<file path="config.mk">
export PLATFORM = sky130hd
export DESIGN_NAME = uart_core_param
export DESIGN_NICKNAME = d
export VERILOG_FILES = /design/src/rtl/uart_core_param_pkg.sv /design/src/rtl/uart_bit_timer.sv /design/src/rtl/uart_core_param.sv
export SDC_FILE = /design/constraint.sdc
export NUM_CORES = 1
export LEC_CHECK = 0
export CORE_AREA = 2 2 102 104
export CTS_CLUSTER_DIAMETER = 60
export DETAILED_ROUTE_END_ITERATION = 16
export DIE_AREA = 0 0 104 106
export GPL_ROUTABILITY_DRIVEN = 0
export MAX_ROUTING_LAYER = met4
export PLACE_DENSITY = 0.61
export SLEW_MARGIN = 5
export SYNTH_ARGS = -nofsm -noshare
export SYNTH_HDL_FRONTEND = slang
export SYNTH_SLANG_ARGS = --single-unit
</file>
<file path="constraint.sdc">
create_clock -name clk -period 2.18 [get_ports clk]
set_clock_uncertainty 0.15 [all_clocks]
set_input_delay 0.218 -clock clk [delete_from_list [all_inputs] [get_ports clk]]
set_output_delay 0.218 -clock clk [all_outputs]
set_load 0.02 [all_outputs]
</file>
<file path="src/rtl/uart_core_param_pkg.sv">
`default_nettype none
// ============================================================================
// Module      : uart_core_param_pkg
// Description : Shared encodings for the parametrised UART: parity modes,
//               FSM state codes, default bit timing and a parity helper.
// Revision    : 1.0 - initial release
// ============================================================================
package uart_core_param_pkg;

    // Parity mode encodings for the PARITY parameter
    localparam int PARITY_NONE = 0;
    localparam int PARITY_EVEN = 1;
    localparam int PARITY_ODD  = 2;

    // 100 MHz clock, 115200 baud
    localparam int DEFAULT_CLKS_PER_BIT = 868;

    // Clock period used by benches driving this block
    localparam int CLK_PERIOD_NS = 10;

    // State codes shared by the TX and RX frame FSMs
    localparam logic [2:0] ST_IDLE   = 3'd0;
    localparam logic [2:0] ST_START  = 3'd1;
    localparam logic [2:0] ST_DATA   = 3'd2;
    localparam logic [2:0] ST_PARITY = 3'd3;
    localparam logic [2:0] ST_STOP   = 3'd4;

    // Parity bit for a payload whose unused upper bits are already zero
    function automatic logic frame_parity(input logic [7:0] data, input int mode);
        return (^data) ^ (mode == PARITY_ODD);
    endfunction

endpackage
`default_nettype wire

</file>
<file path="src/rtl/uart_bit_timer.sv">
`default_nettype none
// ============================================================================
// Module      : uart_bit_timer
// Description : Free-running bit-period counter with synchronous clear.
//               Emits a mid-bit strobe and an end-of-bit strobe while running.
// Revision    : 1.0 - initial release
// ============================================================================
module uart_bit_timer
    import uart_core_param_pkg::*;
#(
    parameter int CLKS_PER_BIT = DEFAULT_CLKS_PER_BIT
) (
    input  logic clk,
    input  logic rst_n,
    input  logic clear,
    input  logic run,
    output logic mid,
    output logic last
);

    localparam int              CW         = $clog2(CLKS_PER_BIT);
    localparam logic [CW-1:0]   MID_COUNT  = CW'(CLKS_PER_BIT / 2);
    localparam logic [CW-1:0]   LAST_COUNT = CW'(CLKS_PER_BIT - 1);

    logic [CW-1:0] count;

    // Count cycles within a bit; clear restarts the period at zero
    always_ff @(posedge clk or negedge rst_n) begin
        if (!rst_n) begin
            count <= '0;
        end else if (clear) begin
            count <= '0;
        end else if (run) begin
            count <= (count == LAST_COUNT) ? '0 : count + 1'b1;
        end
    end

    assign mid  = run && (count == MID_COUNT);
    assign last = run && (count == LAST_COUNT);

endmodule
`default_nettype wire

</file>
<file path="src/rtl/uart_core_param.sv">
`default_nettype none
// ============================================================================
// Module      : uart_core_param
// Description : Parametrised full-duplex UART with ready/valid handshakes,
//               mid-bit sampling RX with glitch rejection, and framing,
//               parity and overrun reporting.
// Revision    : 1.0 - initial release
// ============================================================================
module uart_core_param
    import uart_core_param_pkg::*;
#(
    parameter int CLKS_PER_BIT = DEFAULT_CLKS_PER_BIT,
    parameter int DATA_BITS    = 8,
    parameter int PARITY       = PARITY_NONE,
    parameter int STOP_BITS    = 1
) (
    input  logic       clk,
    input  logic       reset_n,
    input  logic [7:0] tx_data,
    input  logic       tx_valid,
    output logic       tx_ready,
    output logic       tx,
    input  logic       rx,
    output logic [7:0] rx_data,
    output logic       rx_valid,
    input  logic       rx_ready,
    output logic       rx_frame_err,
    output logic       rx_parity_err,
    output logic       rx_overrun
);

    localparam logic [7:0] DATA_MASK = 8'hFF >> (8 - DATA_BITS);
    localparam logic [2:0] LAST_IDX  = 3'(DATA_BITS - 1);
    localparam logic       STOP_LAST = 1'(STOP_BITS - 1);
    localparam logic       HAS_PAR   = (PARITY != PARITY_NONE);

    // Reset: asserts immediately, releases two clocks later in this domain
    logic [1:0] rst_pipe;
    logic       rst_n;

    // Reset release synchroniser
    always_ff @(posedge clk or negedge reset_n) begin
        if (!reset_n) rst_pipe <= 2'b00;
        else          rst_pipe <= {rst_pipe[0], 1'b1};
    end
    assign rst_n = rst_pipe[1];

    // ------------------------------------------------------------------ TX
    logic [2:0] tx_state;
    logic [7:0] tx_shift;
    logic [2:0] tx_idx;
    logic       tx_stop_cnt;
    logic       tx_par;
    logic       tx_busy, tx_bit_end, tx_mid_unused, tx_accept, tx_stop_done;

    // Ready stays high through the final stop cycle so frames can abut
    assign tx_busy      = (tx_state != ST_IDLE);
    assign tx_stop_done = (tx_state == ST_STOP) && tx_bit_end && (tx_stop_cnt == STOP_LAST);
    assign tx_ready     = !tx_busy || tx_stop_done;
    assign tx_accept    = tx_valid && tx_ready;

    uart_bit_timer #(.CLKS_PER_BIT(CLKS_PER_BIT)) u_tx_timer (
        .clk   (clk),
        .rst_n (rst_n),
        .clear (tx_accept),
        .run   (tx_busy),
        .mid   (tx_mid_unused),
        .last  (tx_bit_end)
    );

    // TX frame sequencer: start, LSB-first data, optional parity, stop(s)
    always_ff @(posedge clk or negedge rst_n) begin
        if (!rst_n) begin
            tx_state    <= ST_IDLE;
            tx          <= 1'b1;
            tx_shift    <= '0;
            tx_idx      <= '0;
            tx_stop_cnt <= 1'b0;
            tx_par      <= 1'b0;
        end else if (tx_accept) begin
            tx_state    <= ST_START;
            tx          <= 1'b0;
            tx_shift    <= tx_data & DATA_MASK;
            tx_idx      <= '0;
            tx_stop_cnt <= 1'b0;
            tx_par      <= frame_parity(tx_data & DATA_MASK, PARITY);
        end else if (tx_bit_end) begin
            case (tx_state)
                ST_START: begin
                    tx_state <= ST_DATA;
                    tx       <= tx_shift[0];
                    tx_shift <= {1'b0, tx_shift[7:1]};
                end
                ST_DATA: begin
                    if (tx_idx == LAST_IDX) begin
                        tx_state <= HAS_PAR ? ST_PARITY : ST_STOP;
                        tx       <= HAS_PAR ? tx_par : 1'b1;
                    end else begin
                        tx_idx   <= tx_idx + 3'd1;
                        tx       <= tx_shift[0];
                        tx_shift <= {1'b0, tx_shift[7:1]};
                    end
                end
                ST_PARITY: begin
                    tx_state <= ST_STOP;
                    tx       <= 1'b1;
                end
                ST_STOP: begin
                    if (tx_stop_cnt == STOP_LAST) tx_state <= ST_IDLE;
                    else                          tx_stop_cnt <= 1'b1;
                end
                default: begin
                    tx_state <= ST_IDLE;
                    tx       <= 1'b1;
                end
            endcase
        end
    end

    // ------------------------------------------------------------------ RX
    logic       rx_meta, rx_sync, rx_prev;
    logic [2:0] rx_state;
    logic [2:0] rx_idx;
    logic [7:0] rx_shift;
    logic       rx_par_bit;
    logic       rx_start, rx_mid, rx_last_unused, rx_load, rx_perr_now, rx_drop;

    // Two-flop synchroniser plus one history flop for edge detection
    always_ff @(posedge clk or negedge rst_n) begin
        if (!rst_n) begin
            rx_meta <= 1'b1;
            rx_sync <= 1'b1;
            rx_prev <= 1'b1;
        end else begin
            rx_meta <= rx;
            rx_sync <= rx_meta;
            rx_prev <= rx_sync;
        end
    end

    assign rx_start = (rx_state == ST_IDLE) && rx_prev && !rx_sync;

    uart_bit_timer #(.CLKS_PER_BIT(CLKS_PER_BIT)) u_rx_timer (
        .clk   (clk),
        .rst_n (rst_n),
        .clear (rx_start),
        .run   (rx_state != ST_IDLE),
        .mid   (rx_mid),
        .last  (rx_last_unused)
    );

    // RX frame sequencer: every decision is taken on the mid-bit strobe
    always_ff @(posedge clk or negedge rst_n) begin
        if (!rst_n) begin
            rx_state   <= ST_IDLE;
            rx_idx     <= '0;
            rx_shift   <= '0;
            rx_par_bit <= 1'b0;
        end else begin
            case (rx_state)
                ST_IDLE: if (rx_start) rx_state <= ST_START;
                ST_START: if (rx_mid) begin
                    if (rx_sync) begin
                        rx_state <= ST_IDLE;       // start bit vanished: glitch
                    end else begin
                        rx_state <= ST_DATA;
                        rx_idx   <= '0;
                        rx_shift <= '0;
                    end
                end
                ST_DATA: if (rx_mid) begin
                    rx_shift[rx_idx] <= rx_sync;
                    if (rx_idx == LAST_IDX) rx_state <= HAS_PAR ? ST_PARITY : ST_STOP;
                    else                    rx_idx   <= rx_idx + 3'd1;
                end
                ST_PARITY: if (rx_mid) begin
                    rx_par_bit <= rx_sync;
                    rx_state   <= ST_STOP;
                end
                ST_STOP: if (rx_mid) rx_state <= ST_IDLE;
                default: rx_state <= ST_IDLE;
            endcase
        end
    end

    assign rx_load     = (rx_state == ST_STOP) && rx_mid;
    assign rx_perr_now = HAS_PAR && (frame_parity(rx_shift, PARITY) != rx_par_bit);
    assign rx_drop     = rx_valid && !rx_ready;

    // One-deep output register; a frame arriving while full is discarded
    always_ff @(posedge clk or negedge rst_n) begin
        if (!rst_n) begin
            rx_valid      <= 1'b0;
            rx_data       <= '0;
            rx_frame_err  <= 1'b0;
            rx_parity_err <= 1'b0;
            rx_overrun    <= 1'b0;
        end else begin
            rx_overrun <= rx_load && rx_drop;
            if (rx_load && !rx_drop) begin
                rx_valid      <= 1'b1;
                rx_data       <= rx_shift;
                rx_frame_err  <= !rx_sync;
                rx_parity_err <= rx_perr_now;
            end else if (rx_valid && rx_ready) begin
                rx_valid <= 1'b0;
            end
        end
    end

endmodule
`default_nettype wire

</file>
==> impl_metrics.py <==
metrics = {
    "layout": {
        "antenna_cells": 0,
        "final_nets": 395,
        "n_fill_cell": 980,
        "multiInputGateArea_um2": 1660,
        "fin_util_pct": 41.93,
        "design_area_um2": 4193,
        "ff_latch_area_um2": 1633,
        "area_growth_pct": 22.48,
        "drive_gt1_share_pct": 20.79,
    },
    "floorplanning": {
        "core-area_um2": 10000,
        "initial_core_util_pct": 34.23,
        "rows": 37,
        "die_y_um": 106,
        "die_area_um2": 11020,
        "io_pins": 27,
        "fp.dieW_um": 104,
    },
    "routing": {
        "drc_errors": 0,
        "vias": 2702,
        "ant_nets": 0,
        "vias_per_cell": 5.236,
        "drt-pass1-iter-count": 7,
        "post_drt_wl_per_cell_um": 13.99,
        "totalWireLength_um": 7218,
        "drtIter0Drc": 82,
    },
    "worst_setup_path": {
        "worstRegToRegCells": 7,
        "r2r-end": "tx_shift[6]",
        "timing.critical_path.from_type": "flip-flop",
        "critPathMaxFanout": 8,
        "reg2reg_slack_ns": 0.08,
        "crit_required_ns": 2.25,
        "regToRegStartpoint": "tx_idx[0]",
        "worstSetupPathType": "flip-flop to flip-flop",
        "critical_path_arrival_ns": 2.17,
        "endpoint_kind": "flip-flop",
    },
    "yosys": {
        "syn-cell-area_um2": 3423,
        "ys_top_cells_by_count": "61 x dfrtp_1, 25 x nand2_1, 22 x o21ai_0",
        "yosysMostFrequentCell": "dfrtp_1",
        "synth_top_family_by_area": "simple AND/OR/NAND/NOR gates",
        "synth_seq_cells": 65,
        "yosys.area.top_type": "dfrtp_1",
        "synthAdderAreaFrac_pct": 2.558,
        "async_flop_share_pct": 100.0,
        "synth_edf_count": 0,
        "syn_area_per_cell_um2": 10.28,
        "synth_warnings": 0,
        "muxShareOfSynthArea_pct": 6.469,
        "synth.distinct_cells": 62,
        "synthCells": 333,
        "synth_top_area_share_pct": 44.59,
        "synthXorXnorAreaFrac_pct": 1.535,
        "synth_compound_area_share_pct": 17.11,
        "synthesis.nets": 353,
        "ys_seq_area_share_pct": 47.66,
        "synth.area.top_cells": "dfrtp_1 45%, mux2_2 5.6%, o21ai_0 3.2%",
        "ys.flop_type": "dfrtp_1",
        "synthSimpleGateAreaFrac_pct": 20.18,
    },
    "place": {
        "dp_hpwl_um": 5102,
        "placed_cell_area_um2": 3944,
        "numPortBuffers": 25,
    },
    "timing": {
        "holdWs_ns": 0.04837,
        "hold_viol": 0,
        "max_freq_mhz": 477.0,
        "setup_viol_count_final": 0,
        "tightest_slew_ns": 0.6676,
        "slew_viol_final": 0,
        "min_period_over_period_pct": 96.17,
        "min_period_ns": 2.096,
        "rsz0062_at_grt": "true",
        "slew_headroom_pct": 55.40,
    },
    "global_routing": {
        "grt_pass1_wl_um": 12850,
        "antenna_found_initial": 0,
        "track_usage_pct": 14.69,
        "first_global_vias": 2693,
        "grt_overflow": 0,
        "grt_max_degree": 48,
    },
    "clock_tree": {
        "cts-root-buf": "clkbuf_8",
        "htree_levels": 3,
        "cts_made_buffers": 9,
        "cts_buffer_depth": 2,
        "cts_tree": "done",
        "cts_sinks": 65,
        "clk_latency_ns": 0.33,
        "cts.clk_slew.worst_paths_ns": 0.07,
    },
    "run_status": {
        "status": "finished, final reports clean",
    },
    "min_path": {
        "min_path_type": "flip-flop to async pin",
    },
    "pwr": {
        "leakage_nw": 1.785,
        "ir_worst_vdd_uv": 459.2,
        "powerDensity_nw_per_um2": 798.6,
    },
    "flow_run": {
        "cap_viol_max_count": 0,
    },
}
[cell families after synthesis]
kind of cell	count (synthesis)
multiplexers	20
adder cells (fa/ha/maj)	7
buffers and inverters	34
other	2
XOR/XNOR	6
flip-flops	65
AND/OR/NAND/NOR	116
AO/OA/AOI/OAI	83
[how the worst max path moves through the flow]
stage / start / end / slack, ns / depth (start not counted)
after floorplan: rst_pipe[1] / rx_data[0] / 0.09 / 0
after global placement: tx_valid / tx_shift[4] / 0.07 / 6
after detailed placement: tx_valid / tx_shift[4] / 0.02 / 6
after CTS: tx_idx[0] / tx_shift[4] / 0.04 / 7
after global routing: tx_idx[0] / tx_shift[4] / -0.04 / 7
final: tx_idx[0] / tx_shift[6] / 0.08 / 7
[state kept, by name (all words and copies together) (netlist names), 2 cells and up]
| signal | cells |
|---|---|
| rx_idx | 3 |
| u_tx_timer.count | 10 |
| tx_idx | 3 |
| rx_shift | 8 |
| tx_state | 3 |
| rx_state | 3 |
| tx_shift | 8 |
| rst_pipe | 2 |
| rx_data | 8 |
| u_rx_timer.count | 10 |
[timing repair]
item                                    in CTS  in global routing
hold buffers                                 1                  0
hold endpoints to repair                     2                  0
setup buffers                                0                  0
gates resized for setup                      2                  7
gates cloned                                 0                  0
endpoints found under the setup margin       1                 17
pin swaps                                    0                  1
[metrics by stage]
step	instances	worst slack, ns	power [mW]	setup TNS, ns
after floorplan	333	0.09306	1.971	0
after global placement	499	0.07356	2.177	0
after detailed placement	499	0.02102	2.204	0
after CTS	516	0.03945	3.390	0
after global routing	516	-0.03968	3.567	-0.2149
final	516	0.08353	3.348	0
[critical path, stage by stage, from the launching register on]
cell,delay (ns)
dfrtp_1,0.40
ha_1,0.21
ha_2,0.19
nor3b_2,0.16
o31ai_1,0.09
buf_4,0.14
o21ai_4,0.27
mux2_2,0.37
[layout by cell type (no fill, tap or decap), types with 3 or more instances in the layout]
cell,netlist,routed
a21o_1,3,3
a21oi_1,4,4
a22o_1,4,4
a31oi_1,10,10
and4bb_2,2,3
buf_4,2,22
clkbuf_8,0,11
clkdlybuf4s50_1,0,24
dfrtp_1,61,60
dfstp_2,4,4
ha_1,7,6
inv_1,16,16
mux2_2,17,17
mux2i_1,3,3
nand2_1,25,25
nand2b_1,6,6
nand3_1,6,6
nand4_1,6,6
nor2_1,19,19
nor2b_1,5,4
nor3_1,11,11
nor3b_1,4,3
nor4_1,8,8
o21a_1,3,3
o21ai_0,22,22
o31ai_1,13,13
o32ai_1,8,8
or4b_1,3,3
xnor2_1,5,5
[routing by layer]
metal | share of wire, % | vias to the layer above | track usage (%)
li1 | - | 1325 | -
met1 | 47 | 1331 | 18.02
met2 | 49 | 39 | 23.78
met3 | 3.1 | 7 | 4.414
met4 | 1.1 | 0 | 3.958
met5 | 0 | - | -
[where the power goes]
group	internal (mW)	total [mW]	switching (mW)	leakage, nW
registers	1.35	1.53	0.173	0.835
clock network	0.702	1.15	0.450	0.115
logic	0.327	0.671	0.343	0.834
total	2.38	3.35	0.967	1.78
[final cells by class]
cell class | count | share of cell area [%]
multi-input cells | 234 | 39.60
clock buffers | 11 | 3.611
repair buffers | 49 | 10.50
inverters | 16 | 1.432
well taps | 136 | 4.058
clock inverters | 5 | 1.850
flip-flops and latches | 65 | 38.94
No activity file was read; power rests on OpenSTA's default activity.
